`src/rtl/seq_gen.sv`:
```
// Serial pattern generator: sends pattern[len]..pattern[0] MSB-first on x, then pulses done.
// Optional macro SEQ_GEN_REPEAT_EN adds the rep port for back-to-back repeated passes.
module seq_gen #(
  parameter  int PW = 8,
  localparam int LW = (PW > 1) ? $clog2(PW) : 1
) (
  input  logic          clk,
  input  logic          reset,
  input  logic          start,
  input  logic [PW-1:0] pattern,
  input  logic [LW-1:0] len,
`ifdef SEQ_GEN_REPEAT_EN
  input  logic [3:0]    rep,
`endif
  output logic          x,
  output logic          x_vld,
  output logic          busy,
  output logic          done
);

  typedef enum logic [1:0] {
    S_IDLE  = 2'd0,
    S_SHIFT = 2'd1,
    S_DONE  = 2'd2
  } state_t;

  localparam logic [LW-1:0] LMAX = LW'(PW - 1);

  state_t        r_state;
  logic [PW-1:0] r_pat;
  logic [LW-1:0] r_len;
  logic [LW-1:0] r_cnt;
  logic          r_x;
  logic          r_vld;
  logic          r_busy;
  logic          r_done;
`ifdef SEQ_GEN_REPEAT_EN
  logic [3:0]    r_rep;
`endif

  logic [LW-1:0] w_len;
  logic [LW-1:0] w_cnt_dec;

  // Only reachable when PW is not a power of two.
  assign w_len     = (len > LMAX) ? LMAX : len;
  assign w_cnt_dec = r_cnt - 1'b1;

  always_ff @(posedge clk) begin
    if (reset) begin
      r_state <= S_IDLE;
      r_pat   <= '0;
      r_len   <= '0;
      r_cnt   <= '0;
      r_x     <= 1'b0;
      r_vld   <= 1'b0;
      r_busy  <= 1'b0;
      r_done  <= 1'b0;
`ifdef SEQ_GEN_REPEAT_EN
      r_rep   <= '0;
`endif
    end else begin
      case (r_state)
        S_IDLE: begin
          r_x    <= 1'b0;
          r_vld  <= 1'b0;
          r_busy <= 1'b0;
          r_done <= 1'b0;
          if (start) begin
            // First bit is driven straight from the input so it lands one cycle after acceptance.
            r_pat   <= pattern;
            r_len   <= w_len;
            r_cnt   <= w_len;
            r_x     <= pattern[w_len];
            r_vld   <= 1'b1;
            r_busy  <= 1'b1;
`ifdef SEQ_GEN_REPEAT_EN
            r_rep   <= rep;
`endif
            r_state <= S_SHIFT;
          end
        end
        S_SHIFT: begin
          if (r_cnt == '0) begin
`ifdef SEQ_GEN_REPEAT_EN
            if (r_rep != 4'd0) begin
              r_rep <= r_rep - 4'd1;
              r_cnt <= r_len;
              r_x   <= r_pat[r_len];
            end else begin
              r_state <= S_DONE;
              r_x     <= 1'b0;
              r_vld   <= 1'b0;
              r_done  <= 1'b1;
            end
`else
            r_state <= S_DONE;
            r_x     <= 1'b0;
            r_vld   <= 1'b0;
            r_done  <= 1'b1;
`endif
          end else begin
            r_cnt <= w_cnt_dec;
            r_x   <= r_pat[w_cnt_dec];
          end
        end
        S_DONE: begin
          r_state <= S_IDLE;
          r_cnt   <= '0;
          r_x     <= 1'b0;
          r_vld   <= 1'b0;
          r_busy  <= 1'b0;
          r_done  <= 1'b0;
        end
        default: begin
          r_state <= S_IDLE;
          r_cnt   <= '0;
          r_x     <= 1'b0;
          r_vld   <= 1'b0;
          r_busy  <= 1'b0;
          r_done  <= 1'b0;
        end
      endcase
    end
  end

  assign x     = r_x;
  assign x_vld = r_vld;
  assign busy  = r_busy;
  assign done  = r_done;

endmodule
```
`config.mk`:
```
export PLATFORM = sky130hd
export DESIGN_NAME = seq_gen
export DESIGN_NICKNAME = d
export VERILOG_FILES = /design/src/rtl/seq_gen.sv
export SDC_FILE = /design/constraint.sdc
export NUM_CORES = 1
export LEC_CHECK = 0
export ABC_AREA = 1
export CORE_UTILIZATION = 52
export CTS_CLUSTER_DIAMETER = 150
export DETAILED_ROUTE_END_ITERATION = 12
export PLACE_DENSITY_LB_ADDON = 0.15
export SETUP_SLACK_MARGIN = 0.2
export SLEW_MARGIN = 0
export SYNTH_ARGS = -nofsm -noshare
export SYNTH_HDL_FRONTEND = slang
export SYNTH_SLANG_ARGS = --single-unit
```
`constraint.sdc`:
```
create_clock -name clk -period 3.8 [get_ports clk]
set_clock_uncertainty 0.05 [all_clocks]
set_input_delay 1.14 -clock clk [delete_from_list [all_inputs] [get_ports clk]]
set_output_delay 1.14 -clock clk [all_outputs]
set_load 0.1 [all_outputs]
```
# Word level (Yosys, flattened, before mapping)
# Index checks and enable logic that the tools add are counted.
# op_classes
addsub	1
n_lt_le_gt_ge	3
n_eq_ne	4
mux	18
bitwise	1
n_reduce_logical	6
# ops
op	count
2-to-1 mux 3 bit	3
< comparator 3 x 4 -> 1 bit, second input constant	2
binary-select mux 1 bit (select 3 bit)	2
2-to-1 mux 1 bit	6
!= test 2 bit, second input constant	3
case mux 1 bit (2 select lines)	3
case mux 3 bit (2 select lines)	1
AND reduction 2 bit	3
2-to-1 mux 2 bit	2
case mux 2 bit (2 select lines)	1
> comparator 3 bit, second input constant	1
logical NOT 3 bit	1
subtractor 3 x 1 -> 3 bit, second input constant	1
equality test 2 x 1 -> 1 bit, second input constant	1
logical NOT 2 bit	1
OR reduction 2 bit	1
NOT 1 bit	1
# word_totals
regBits	17
word_cells	40

# Depth between registers and ports, before layout
# logic_depth
depth_word	6
ltp_mapped	9

# Least setup slack after synthesis
# No wires, ideal clock.
# synth_path
path_type	register to output
startpoint	register r_done, in the netlist done
endpoint	output done
arrival_time_ns	0.925
required_ns	2.610
setup_slack_ns	1.685
path_stages_with_launch	1
path_buffers	0
path_cell_list	dfxtp_1
# synth_lines
item	line	rtl
from (decl)	36	logic r_done;
from (signal assigned)	57	r_done <= 1'b0;
from (signal assigned)	67	r_done <= 1'b0;
from (signal assigned)	99	r_done <= 1'b1;
to (decl)	18	output logic done
# No word-level cell between the ends.

# Final worst setup path
# layout_path
startpoint	input start
endpoint	register r_pat[7]
# layout_between
elab_chain_cells	1
# layout_lines
item	line	rtl
from (decl)	9	input logic start,
AND reduction 2 bit (no line)	-	
to (signal assigned)	70	r_pat <= pattern;
to (decl)	30	logic [PW-1:0] r_pat;
# No other way between the ends.
# A chain may end at the register's enable or synchronous reset.

==> results.md <==
Final layout:
- In the layout the commonest cells are sky130_fd_sc_hd__inv_1, sky130_fd_sc_hd__nand2_1, sky130_fd_sc_hd__dfxtp_1, sky130_fd_sc_hd__clkdlybuf4s50_1, sky130_fd_sc_hd__nor2_1.
- The count of antenna diodes in the layout is 0.
- The proportion of layout cells with a drive suffix above 1 is 0.106.
- For this run, the post-layout net count is 158.
- Once layout is done, the placed cells without fillers occupy 0.00105 mm².
- The commonest non-fill, non-tap cell in the layout is sky130_fd_sc_hd__inv_1.
- The area added between synthesis and finish is 21.7%.

Setup path:
- Among cell families on the critical path, the largest total delay comes from buffers and inverters.
- STA classifies the critical path startpoint as an input port.
- The worst setup path is captured at a register.
- Counting cells, the worst reg-to-reg path comes to 7.
- The largest single stage delay on the critical path is 0.45 ns.
- The startpoint identified for the worst register-to-register timing path is r_cnt[0].
- For the worst setup path, the data required time is 3.93 ns.
- The number of cells on the critical path is 6.
- Traced cell by cell, the critical path runs through clkdlybuf4s50_1, inv_1, nor2_4, inv_1, o21ai_0, a21oi_1.
- The kind of critical path is input port to register.
- The setup slack of the most critical reg-to-reg path is 2.17 ns.
- In this run the worst setup path terminates at r_pat[7].
- The critical path's most frequent cell is sky130_fd_sc_hd__inv_1.
- The number of buffers and inverters on the critical path is 3.
- The reg-to-reg critical path endpoint is r_cnt[1].
- The worst setup path startpoint is start.
- In this run the worst path has a maximum fanout of 14.
- At the worst endpoint, the arrival time is 2.36 ns.
- The cell with the largest stage delay on the worst path is sky130_fd_sc_hd__clkdlybuf4s50_1.

Power and ir drop:
- The worst-case IR drop observed on VDD is 252 µV.
- Summed over all cells, the static leakage comes to 0.494 nW.
- The power per unit of standard cell area is 444 mW/mm².

Global route:
- The residual overflow from global routing is 0.
- The number of global-route vias before repair was 736.
- For this run, the total global-route usage over all layers was measured as 0.213.
- The maximum number of pins on one net before global-route repair is 15.
- The initial antenna violation count is 0.
- The first global-routing pass estimated 2910 µm of wire.

STA:
- Setup repair after global routing left no endpoint under its margin.
- The ratio of final minimum period to clock period is 0.587.
- The number of setup violations in the final report is 0.
- The number of pins with negative max-slew slack in the final report is 0.
- The setup TNS is 0 ns.
- The highest clock frequency the design can meet is 0.448 GHz.
- The number of endpoints with negative hold slack in the final report is 0.
- The actual slew at the worst max-slew pin is 0.324 ns.
- Counting I/O delays and the setup requirement, the final critical path takes 2.23 ns.
- The relative slew slack is 0.784.

Place:
- The global placer's final weighted congestion is 0.870.
- The total half-perimeter wirelength after legalization and detailed placement is 1340 µm.
- The count of port buffers added during placement is 17.
- In this run the cell area measured after placement is 0.00102 mm².

Clock network:
- The clock tree root buffer cell is sky130_fd_sc_hd__clkbuf_4.
- TritonCTS built the clock tree.
- The quantity of gates resized following cts is 0.
- The number of H-tree branching levels is 1.
- The clock sink count is 17.
- In this run the deepest clock path goes through 2 buffers.
- The clock insertion delay at the later pin of the skew report is 0.29 ns.
- Clock-pin slew was measured on the worst setup and hold paths at 0.10 ns.
- The number of buffers inserted for hold repair after clock tree synthesis is 0.
- The number of clock buffers added by TritonCTS is 3.
- The count of buffers added by post-CTS timing repair for setup is 0.

Yosys:
- A synthesized cell averages 7.03 µm².
- The cell area that synthesis handed to floorplanning was 865 µm².
- The count of unique library cells instantiated by Yosys is 22.
- Synthesis produced a netlist with a net count of 139.
- The yosys synthesis warning count is 0.
- Synthesis handed over a netlist of 123 instances.
- In this run, synthesis produced a sequential element count of 17.
- Of the synthesized area, sequential elements account for 0.394.

Drt:
- The detailed-routing iteration count for the pre-antenna-repair pass is 5.
- The routed length per instance is 10.9 µm.
- The final route contains 817 vias.
- The final wirelength is 1710 µm.
- In this run the remaining antenna-violating nets after routing total 0.
- After detailed routing, the number of remaining DRC violations is 0.
- In this run, the number of DRC markers left after iteration 0 of detailed routing was 20.
- The number of vias per cell is 5.20.

Floorplanning:
- The die span in x is 42.8 µm.
- The core region is 0.00152 mm².
- Row generation in the floorplan step produced 14 rows.
- The die covers 0.00183 mm².
- For this configuration, the core starts out at a cell density of 0.567.
- The die height is 42.8 µm.
- 18 I/O pins were placed.

Status:
- The flow ran to the end, and the final reports show no timing, DRC or antenna violations.

Min path:
- The worst min-delay path category is register to register.

Flow run:
- Across the run, the number of max-cap violations was 0.
-- cell usage after synthesis --
cell type | instances | area share
sky130_fd_sc_hd__inv_1 | 23 | 0.10
sky130_fd_sc_hd__nand2_1 | 22 | 0.096
sky130_fd_sc_hd__dfxtp_1 | 17 | 0.39
sky130_fd_sc_hd__nor2_1 | 12 | 0.052
sky130_fd_sc_hd__o21ai_0 | 11 | 0.064
sky130_fd_sc_hd__a21oi_1 | 10 | 0.058
sky130_fd_sc_hd__nand3_1 | 8 | 0.046
sky130_fd_sc_hd__nor2_4 | 3 | 0.039
sky130_fd_sc_hd__ha_1 | 2 | 0.029
sky130_fd_sc_hd__o21ai_1 | 2 | 0.012
sky130_fd_sc_hd__o22ai_1 | 2 | 0.014
sky130_fd_sc_hd__a21oi_2 | 1 | 0.010
sky130_fd_sc_hd__a22oi_1 | 1 | 0.0087
sky130_fd_sc_hd__a22oi_2 | 1 | 0.014
sky130_fd_sc_hd__buf_2 | 1 | 0.0058
sky130_fd_sc_hd__buf_6 | 1 | 0.013
sky130_fd_sc_hd__clkbuf_1 | 1 | 0.0043
sky130_fd_sc_hd__inv_2 | 1 | 0.0043
sky130_fd_sc_hd__nand3_2 | 1 | 0.012
sky130_fd_sc_hd__nand3b_1 | 1 | 0.0087
sky130_fd_sc_hd__nor3_1 | 1 | 0.0058
sky130_fd_sc_hd__xnor2_1 | 1 | 0.010
-- power by group --
group	internal [mW]	switching (mW)
registers	0.198	0.0144
clock network	0.0392	0.0569
logic	0.0573	0.101
-- routing by layer --
metal / share of wire / global-route usage / vias to the layer above
met5: 0 / 0 / -
met1: 0.46 / 0.251 / 357
met2: 0.47 / 0.345 / 24
met3: 0.042 / 0.0511 / 6
li1: - / - / 430
met4: 0.028 / 0.131 / 0
-- flip-flops by register name (all words and copies together), names as in the netlist --
register  flops
busy          1
done          1
r_cnt         3
r_pat         8
r_state       2
x             1
x_vld         1
-- through the flow --
stage	cells	total power [mW]	utilization	hold WS [ns]	setup WS (ns)
floorplan	123	0.336	-	0.374	1.69
global placement	153	0.370	0.672	0.401	1.31
detailed placement	153	0.374	0.672	0.415	1.26
CTS	157	0.471	0.690	0.430	1.58
global route	157	0.500	0.690	0.452	1.47
finish	157	0.468	0.690	0.425	1.57
-- cell families (layout without fill, tap and decap cells) --
| family | after synthesis | in the layout | share of synthesized area |
|---|---|---|---|
| compound gates | 28 | 28 | 0.181 |
| flops | 17 | 17 | 0.394 |
| fa+ha+maj | 2 | 2 | 0.0289 |
| simple gates | 48 | 48 | 0.259 |
| buf+inv | 27 | 45 | 0.127 |
| xor+xnor | 1 | 1 | 0.0101 |
-- worst min path at each step --
stage / cells after the start / slack (ns) / from / endpoint
after floorplan: 2 / 0.37 / r_pat[7] / r_pat[7]
after global placement: 2 / 0.40 / r_pat[7] / r_pat[7]
after detailed placement: 2 / 0.41 / busy / busy
after CTS: 2 / 0.43 / busy / busy
after global routing: 2 / 0.45 / r_pat[7] / r_pat[7]
final: 2 / 0.42 / busy / busy
-- layout make-up --
| type | count | area [µm²] |
|---|---|---|
| Clock buffer | 3 | 22.5 |
| Clock inverter | 1 | 5.00 |
| Fill cell | 143 | 472 |
| Inverter | 24 | 90.1 |
| Multi-Input combinational cell | 79 | 414 |
| Sequential cell | 17 | 340 |
| Tap cell | 16 | 20.0 |
| Timing Repair Buffer | 17 | 160 |
-- worst min-delay path, delay by kind of cell, from the launching register on --
kind	cells	cell delay, ns
compound gates	1	0.06
simple gates	1	0.06
flops	1	0.32
Power figures use the tool's default switching activity.
